--- src/rtl/button_encoder.sv ---
// Pushbutton front end: synchronises, debounces and press/release-qualifies four
// active-low buttons and emits a one-cycle encValid per clean single press.
module button_encoder #(
  parameter int DEBOUNCE_CYCLES = 4
) (
  input  logic       clk,
  input  logic       reset_n,
  input  logic [3:0] button_n,
  output logic       encInput_X,
  output logic       encInput_Y,
  output logic       encValid,
  output logic       multiPress
);

  localparam int            CNT_W   = $clog2(DEBOUNCE_CYCLES + 1);
  localparam logic [CNT_W-1:0] CNT_MAX = CNT_W'(DEBOUNCE_CYCLES);

  typedef enum logic {
    IDLE,
    RELEASE_WAIT
  } state_t;

  logic [3:0]       r_sync1;
  logic [3:0]       r_sync2;
  logic [3:0]       w_pressed;
  logic [3:0]       r_candidate;
  logic [CNT_W-1:0] r_count;
  logic [3:0]       r_stable;
  logic             r_stable_vld;
  logic             r_stable_chg;

  state_t           r_state;
  state_t           w_state_nxt;
  logic [1:0]       r_sym;
  logic [1:0]       w_sym_nxt;
  logic             r_valid;
  logic             w_valid_nxt;
  logic             r_multi;
  logic             w_multi_nxt;

  // NOTE: async active-low reset; every flop lists negedge reset_n so it clears immediately.
  always_ff @(posedge clk or negedge reset_n) begin
    if (!reset_n) begin
      r_sync1 <= 4'hF;
      r_sync2 <= 4'hF;
    end else begin
      r_sync1 <= button_n;
      r_sync2 <= r_sync1;
    end
  end

  assign w_pressed = ~r_sync2;

  // stable_vld marks that stable has been confirmed at least once since reset,
  // so the reset value of stable cannot be mistaken for a settled release.
  always_ff @(posedge clk or negedge reset_n) begin
    if (!reset_n) begin
      r_candidate  <= 4'h0;
      r_count      <= '0;
      r_stable     <= 4'h0;
      r_stable_vld <= 1'b0;
      r_stable_chg <= 1'b0;
    end else begin
      r_stable_chg <= 1'b0;
      if (w_pressed != r_candidate) begin
        r_candidate <= w_pressed;
        r_count     <= CNT_W'(1);
      end else if (r_count < CNT_MAX) begin
        r_count <= r_count + CNT_W'(1);
      end
      if (r_count == CNT_MAX) begin
        r_stable     <= r_candidate;
        r_stable_vld <= 1'b1;
        r_stable_chg <= (r_candidate != r_stable);
      end
    end
  end

  always_ff @(posedge clk or negedge reset_n) begin
    if (!reset_n) begin
      r_state <= RELEASE_WAIT;
      r_sym   <= 2'b00;
      r_valid <= 1'b0;
      r_multi <= 1'b0;
    end else begin
      r_state <= w_state_nxt;
      r_sym   <= w_sym_nxt;
      r_valid <= w_valid_nxt;
      r_multi <= w_multi_nxt;
    end
  end

  // NOTE: combinational blocks assign a default to every output first, so no latch is inferred.
  always_comb begin
    w_state_nxt = r_state;
    case (r_state)
      IDLE:         if (r_stable_chg && (r_stable != 4'h0)) w_state_nxt = RELEASE_WAIT;
      RELEASE_WAIT: if (r_stable_vld && (r_stable == 4'h0)) w_state_nxt = IDLE;
      default:      w_state_nxt = RELEASE_WAIT;
    endcase
  end

  always_comb begin
    w_sym_nxt   = r_sym;
    w_valid_nxt = 1'b0;
    w_multi_nxt = 1'b0;
    if ((r_state == IDLE) && r_stable_chg && (r_stable != 4'h0)) begin
      case (r_stable)
        4'b0001: begin w_sym_nxt = 2'd0; w_valid_nxt = 1'b1; end
        4'b0010: begin w_sym_nxt = 2'd1; w_valid_nxt = 1'b1; end
        4'b0100: begin w_sym_nxt = 2'd2; w_valid_nxt = 1'b1; end
        4'b1000: begin w_sym_nxt = 2'd3; w_valid_nxt = 1'b1; end
        default: w_multi_nxt = 1'b1;
      endcase
    end
  end

  assign encInput_X = r_sym[1];
  assign encInput_Y = r_sym[0];
  assign encValid   = r_valid;
  assign multiPress = r_multi;

endmodule

--- config.mk ---
export PLATFORM = sky130hd
export DESIGN_NAME = button_encoder
export DESIGN_NICKNAME = d
export VERILOG_FILES = /design/src/rtl/button_encoder.sv
export SDC_FILE = /design/constraint.sdc
export NUM_CORES = 1
export LEC_CHECK = 0
export ABC_AREA = 1
export CORE_MARGIN = 10
export CORE_UTILIZATION = 49
export CTS_CLUSTER_DIAMETER = 40
export DETAILED_ROUTE_END_ITERATION = 10
export PLACE_DENSITY_LB_ADDON = 0.12
export SETUP_SLACK_MARGIN = 0.05
export SYNTH_ARGS = -nofsm -noshare
export SYNTH_HDL_FRONTEND = slang
export SYNTH_SLANG_ARGS = --single-unit
--- constraint.sdc ---
create_clock -name clk -period 1 [get_ports clk]
set_input_delay 0.2 -clock clk [delete_from_list [all_inputs] [get_ports clk]]
set_output_delay 0.2 -clock clk [all_outputs]
set_load 0.005 [all_outputs]
# After elaboration in Yosys (flattened, before gate mapping)
# Index checks and enable logic that the tools add are counted.
dict set report totals {
  out_inout_bits 4
  inputBits 6
  wordCells 43
  regBits 26
}
dict set report classes {
  order_cmp 1
  bitwise 2
  muxes 11
  n_eq_ne 7
  addsub 1
  reduce_logical 10
}
# operator n
set op_table {}
lappend op_table {{$ne 4x4->1} 2}
lappend op_table {{$pmux 2 s4} 1}
lappend op_table {{$reduce_bool 4->1} 2}
lappend op_table {{$mux 1} 7}
lappend op_table {{$mux 3} 2}
lappend op_table {{$eq 4x1->1 const B} 1}
lappend op_table {{$eq 4x2->1 const B} 1}
lappend op_table {{$eq 4x3->1 const B} 1}
lappend op_table {{$eq 4x4->1 const B} 1}
lappend op_table {{$logic_and 1x1->1} 4}
lappend op_table {{$logic_not 4->1} 1}
lappend op_table {{$not 4->4} 1}
lappend op_table {{$reduce_or 4->1} 1}
lappend op_table {{$add 3x1->3 const B} 1}
lappend op_table {{$eq 3x3->1 const B} 1}
lappend op_table {{$lt 3x3->1 const B} 1}
lappend op_table {{$pmux 1 s2} 1}
lappend op_table {{$reduce_and 2->1} 1}
lappend op_table {{$reduce_bool 2->1} 1}
lappend op_table {{$not 1->1} 1}

# Logic depth before layout (Yosys ltp)
dict set report depth {
  depth_word 4
  ltp_mapped 7
  ltp_nobuf 7
}

# Worst setup path before layout
# Ideal clock, no wire load.
dict set report synth_timing {
  path_kind {reg2reg}
  from {register r_stable[2]}
  to {register r_sym[0]}
  path_stages_with_launch 7
  slack_ns -0.058
  required_ns 0.883
  period_less_slack_ns 1.058
  n_path_buf 0
  setup_time_ns 0.117
  arrival_ns 0.941
  path_cell_list {dfrtp_1 nor2_2 nand3_2 nand2_2 nand2_2 nand2_1 nand2_1}
}
dict set report synth_between {
  elab_chain_cells 3
  elab_cells_between_ends 9
  classes_between {eq/ne (4); mux (1); reduce/logical (4)}
}
# element line_no
set synth_lines {}
lappend synth_lines {{from (decl)} 28} ;# logic [3:0] r_stable;
lappend synth_lines {{from (signal assigned)} 72} ;# r_stable <= r_candidate;
lappend synth_lines {{$eq 4x4->1 (tied with other cells)} 108} ;# case (r_stable)
lappend synth_lines {{$reduce_bool 4->1 (no line) / $logic_and 1x1->1 (equally long branches)} -}
lappend synth_lines {{$reduce_and 2->1 (no line)} -}
lappend synth_lines {{to (signal assigned)} 87} ;# r_sym <= w_sym_nxt;
lappend synth_lines {{to (decl)} 34} ;# logic [1:0] r_sym;
# Several ways; a longest one is shown, not always the timed one.
# A chain may end at the register's enable or synchronous reset.

# Final worst setup path
dict set report layout_timing {
  from {register r_stable[3]}
  to {register r_sym[1]}
}
# Same word-level chain as after synthesis.

==> summary.md <==
| Metric | Value |
|---|---|
| DRC Markers | 0 |
| Dpl ws | -114 ps |
| Layout cell share with drive strength beyond 1 | 41.0% |
| CP Buf/Inv Count | 0 |
| Crit. End Element | register |
| Largest net degree at the start of global routing | 27 |
| Worst hold margin | 227 ps |
| Initial Utilization | 52.7% |
| Mean Syn Cell Area | 9.86 µm² |
| RSZ-0062 raised after global routing | yes |
| Die area | 4410 µm² |
| Die width | 66.4 µm |
| Power density over the cells | 1280 nW/µm² |
| # nets final | 143 |
| Critical Path RT | 1210 ps |
| Worst-Margin Slew | 210 ps |
| DP HPWL | 1.32 mm |
| Netlist cell types | 16 |
| Final worst slack | -110 ps |
| Final min period | 1110 ps |
| Violated checks | setup timing |
| Power Total | 0.00177 W |
| Num CTS Buffers | 3 |
| Final period utilization | 111% |
| Synth top area share | 40.3% |
| Router iterations before antenna repair | 4 |
| Die height | 66.4 µm |
| Crit path arrival time | 1320 ps |
| Crit. path cell count | 6 |
| Peak supply drop | 1020 µV |
| Commonest cells after routing, fill and taps aside | nand2_1, inv_1, dfrtp_1, buf_4, dfstp_2 |
| Slowest Stage Delay on Critical Path | 470 ps |
| Initial antenna violation count | 0 |
| Post-synthesis sequential area ratio | 62.8% |
| # setup viols final | 7 |
| Worst hold path class | in2async |
| Io pins | 10 |
| Initial drt markers | 21 |
| Diodes inserted | 0 |
| Synth warn | 0 |
| Slew margin rel. | 86.0% |
| Synth Cell Area | 1050 µm² |
| Critical Path, Cell by Cell | nor2_4 -> nand3_2 -> nand2_2 -> nand2_2 -> nand2_1 -> nand2_1 |
| CTS root buf | clkbuf_4 |
| #FFs+latches synth | 26 |
| CTS tree | done |
| Maximum level of the CTS H-tree | 1 |
| Drt wl/cell | 11.6 µm |
| CP top delay family | simple AND/OR/NAND/NOR gates |
| Vias in the first global route | 803 |
| CTS max path bufs | 2 |
| DR vias/cell | 4.58 |
| Final Hold Viols | 0 |
| Slowest stage cell, crit path | dfrtp_2 |
| Area grow syn2layout | 31.4% |
| Critical Path Source Type | register |
| Core Area | 2000 µm² |
| First-pass GRT wire length | 3.42 mm |
| Outcome | finished, violations left |
| Worst reg-to-reg path cell count | 6 |
| DR vias | 737 |
| Gr usage total | 9.88% |
| Top post-synthesis cells by area | dfrtp_1, dfstp_2, nand2_1 |
| Leading cell type in the layout, fill and taps excluded | nand2_1 |
| Antenna Nets Post-Route | 0 |
| Clock Sink Count | 26 |
| Gr ovfl total | 0 |
| Leakage | 0.700 nW |
| Syn_nets | 115 |
| RePlAce Congestion | 0.822 |
| Worst skew pair latency | 310 ps |
| Pins Over Slew Limit | 0 |
| Clock transition at path regs | 130 ps |
| FP Rows | 16 |
| Setup Skew | 7.78 ps |
| F_max | 901 MHz |
| Max-cap viol count | 0 |
| Sum of negative setup slack | -315 ps |
| Final wirelength | 1.87 mm |
| Final Util | 69.3% |
| Critical path peak fanout | 5 |
| PortBufs | 9 |
| Synth area leader | dfrtp_1 |
| CP Class | reg2reg |
| Gate Count Post-Synth | 107 |
[state kept, by name, summed over array words and instances, names as in the netlist]
name / cells
r_sym: 2
r_sync1: 4
r_state: 1
r_candidate: 4
r_count: 3
r_stable_chg: 1
multiPress: 1
encValid: 1
r_sync2: 4
r_stable: 4
r_stable_vld: 1
[cells in the mapped netlist]
master,n
a21oi_2,1
dfrtp_1,17
dfstp_2,9
ha_1,2
inv_1,18
mux2i_1,1
nand2_1,27
nand2_2,2
nand3_1,7
nand3_2,1
nand4_1,2
nor2_1,9
nor2_2,2
o21ai_0,4
xnor2_1,4
xor2_1,1
[cell families after synthesis]
group                    count (synthesis)  synth area share [%]
AO/OA/AOI/OAI                            5                  2.73
XOR/XNOR                                 5                  4.15
adder cells (fa/ha/maj)                  2                  2.37
buffers and inverters                   18                  6.41
flip-flops                              26                  62.8
multiplexers                             1                 0.949
AND/OR/NAND/NOR                         50                  20.6
[worst paths after layout]
check	startpoint	to	slack, ps
worst max-delay path	r_stable[3]	r_sym[1]	-110
min in group clk	button_n[1]	r_sync1[1]	280
worst min register to register	r_sync1[2]	r_sync2[2]	370
worst max register to register	r_stable[3]	r_sym[1]	-110
max in group asynchronous	reset_n	r_sync1[2]	540
worst min-delay path	reset_n	r_count[1]	230
[layout make-up]
| class | instances | area, µm² |
|---|---|---|
| repair buffers | 22 | 184 |
| clock buffers | 4 | 36.3 |
| inverters | 18 | 67.6 |
| multi-input cells | 64 | 397 |
| fillers | 155 | 616 |
| well taps | 27 | 33.8 |
| flip-flops and latches | 26 | 668 |
[what timing repair did]
action                                  CTS  global route
cloned                                    1             0
endpoints found under the setup margin   18            17
hold buffers                              0             0
resized for setup                        32            10
buffers inserted                          3             1
pin swaps                                 8             8
[power by group]
| part | internal [W] | switching (W) |
|---|---|---|
| clock | 0.000222 | 0.000276 |
| combinational | 0.0000793 | 0.0000757 |
| sequential | 0.00110 | 0.0000242 |
| total | 0.00140 | 0.000376 |
[metal layers]
layer,GRT usage (%),routed length (µm)
met4,4.71,14
met1,11.7,819
met3,1.86,53
met5,0,0
met2,16.6,978
[through the flow]
stage	std cells	area, µm²
2_1_floorplan	107	1060
3_3_place_gp	152	1270
3_5_place_dp	152	1270
4_1_cts	160	1360
5_1_grt	161	1390
6_report	161	1390
[worst reg2reg max path: cells and delay by family (launching register included)]
family / cells / cell delay, ps
AND/OR/NAND/NOR: 6 / 540
flip-flops: 1 / 470
(Power assumes the default switching activity.)
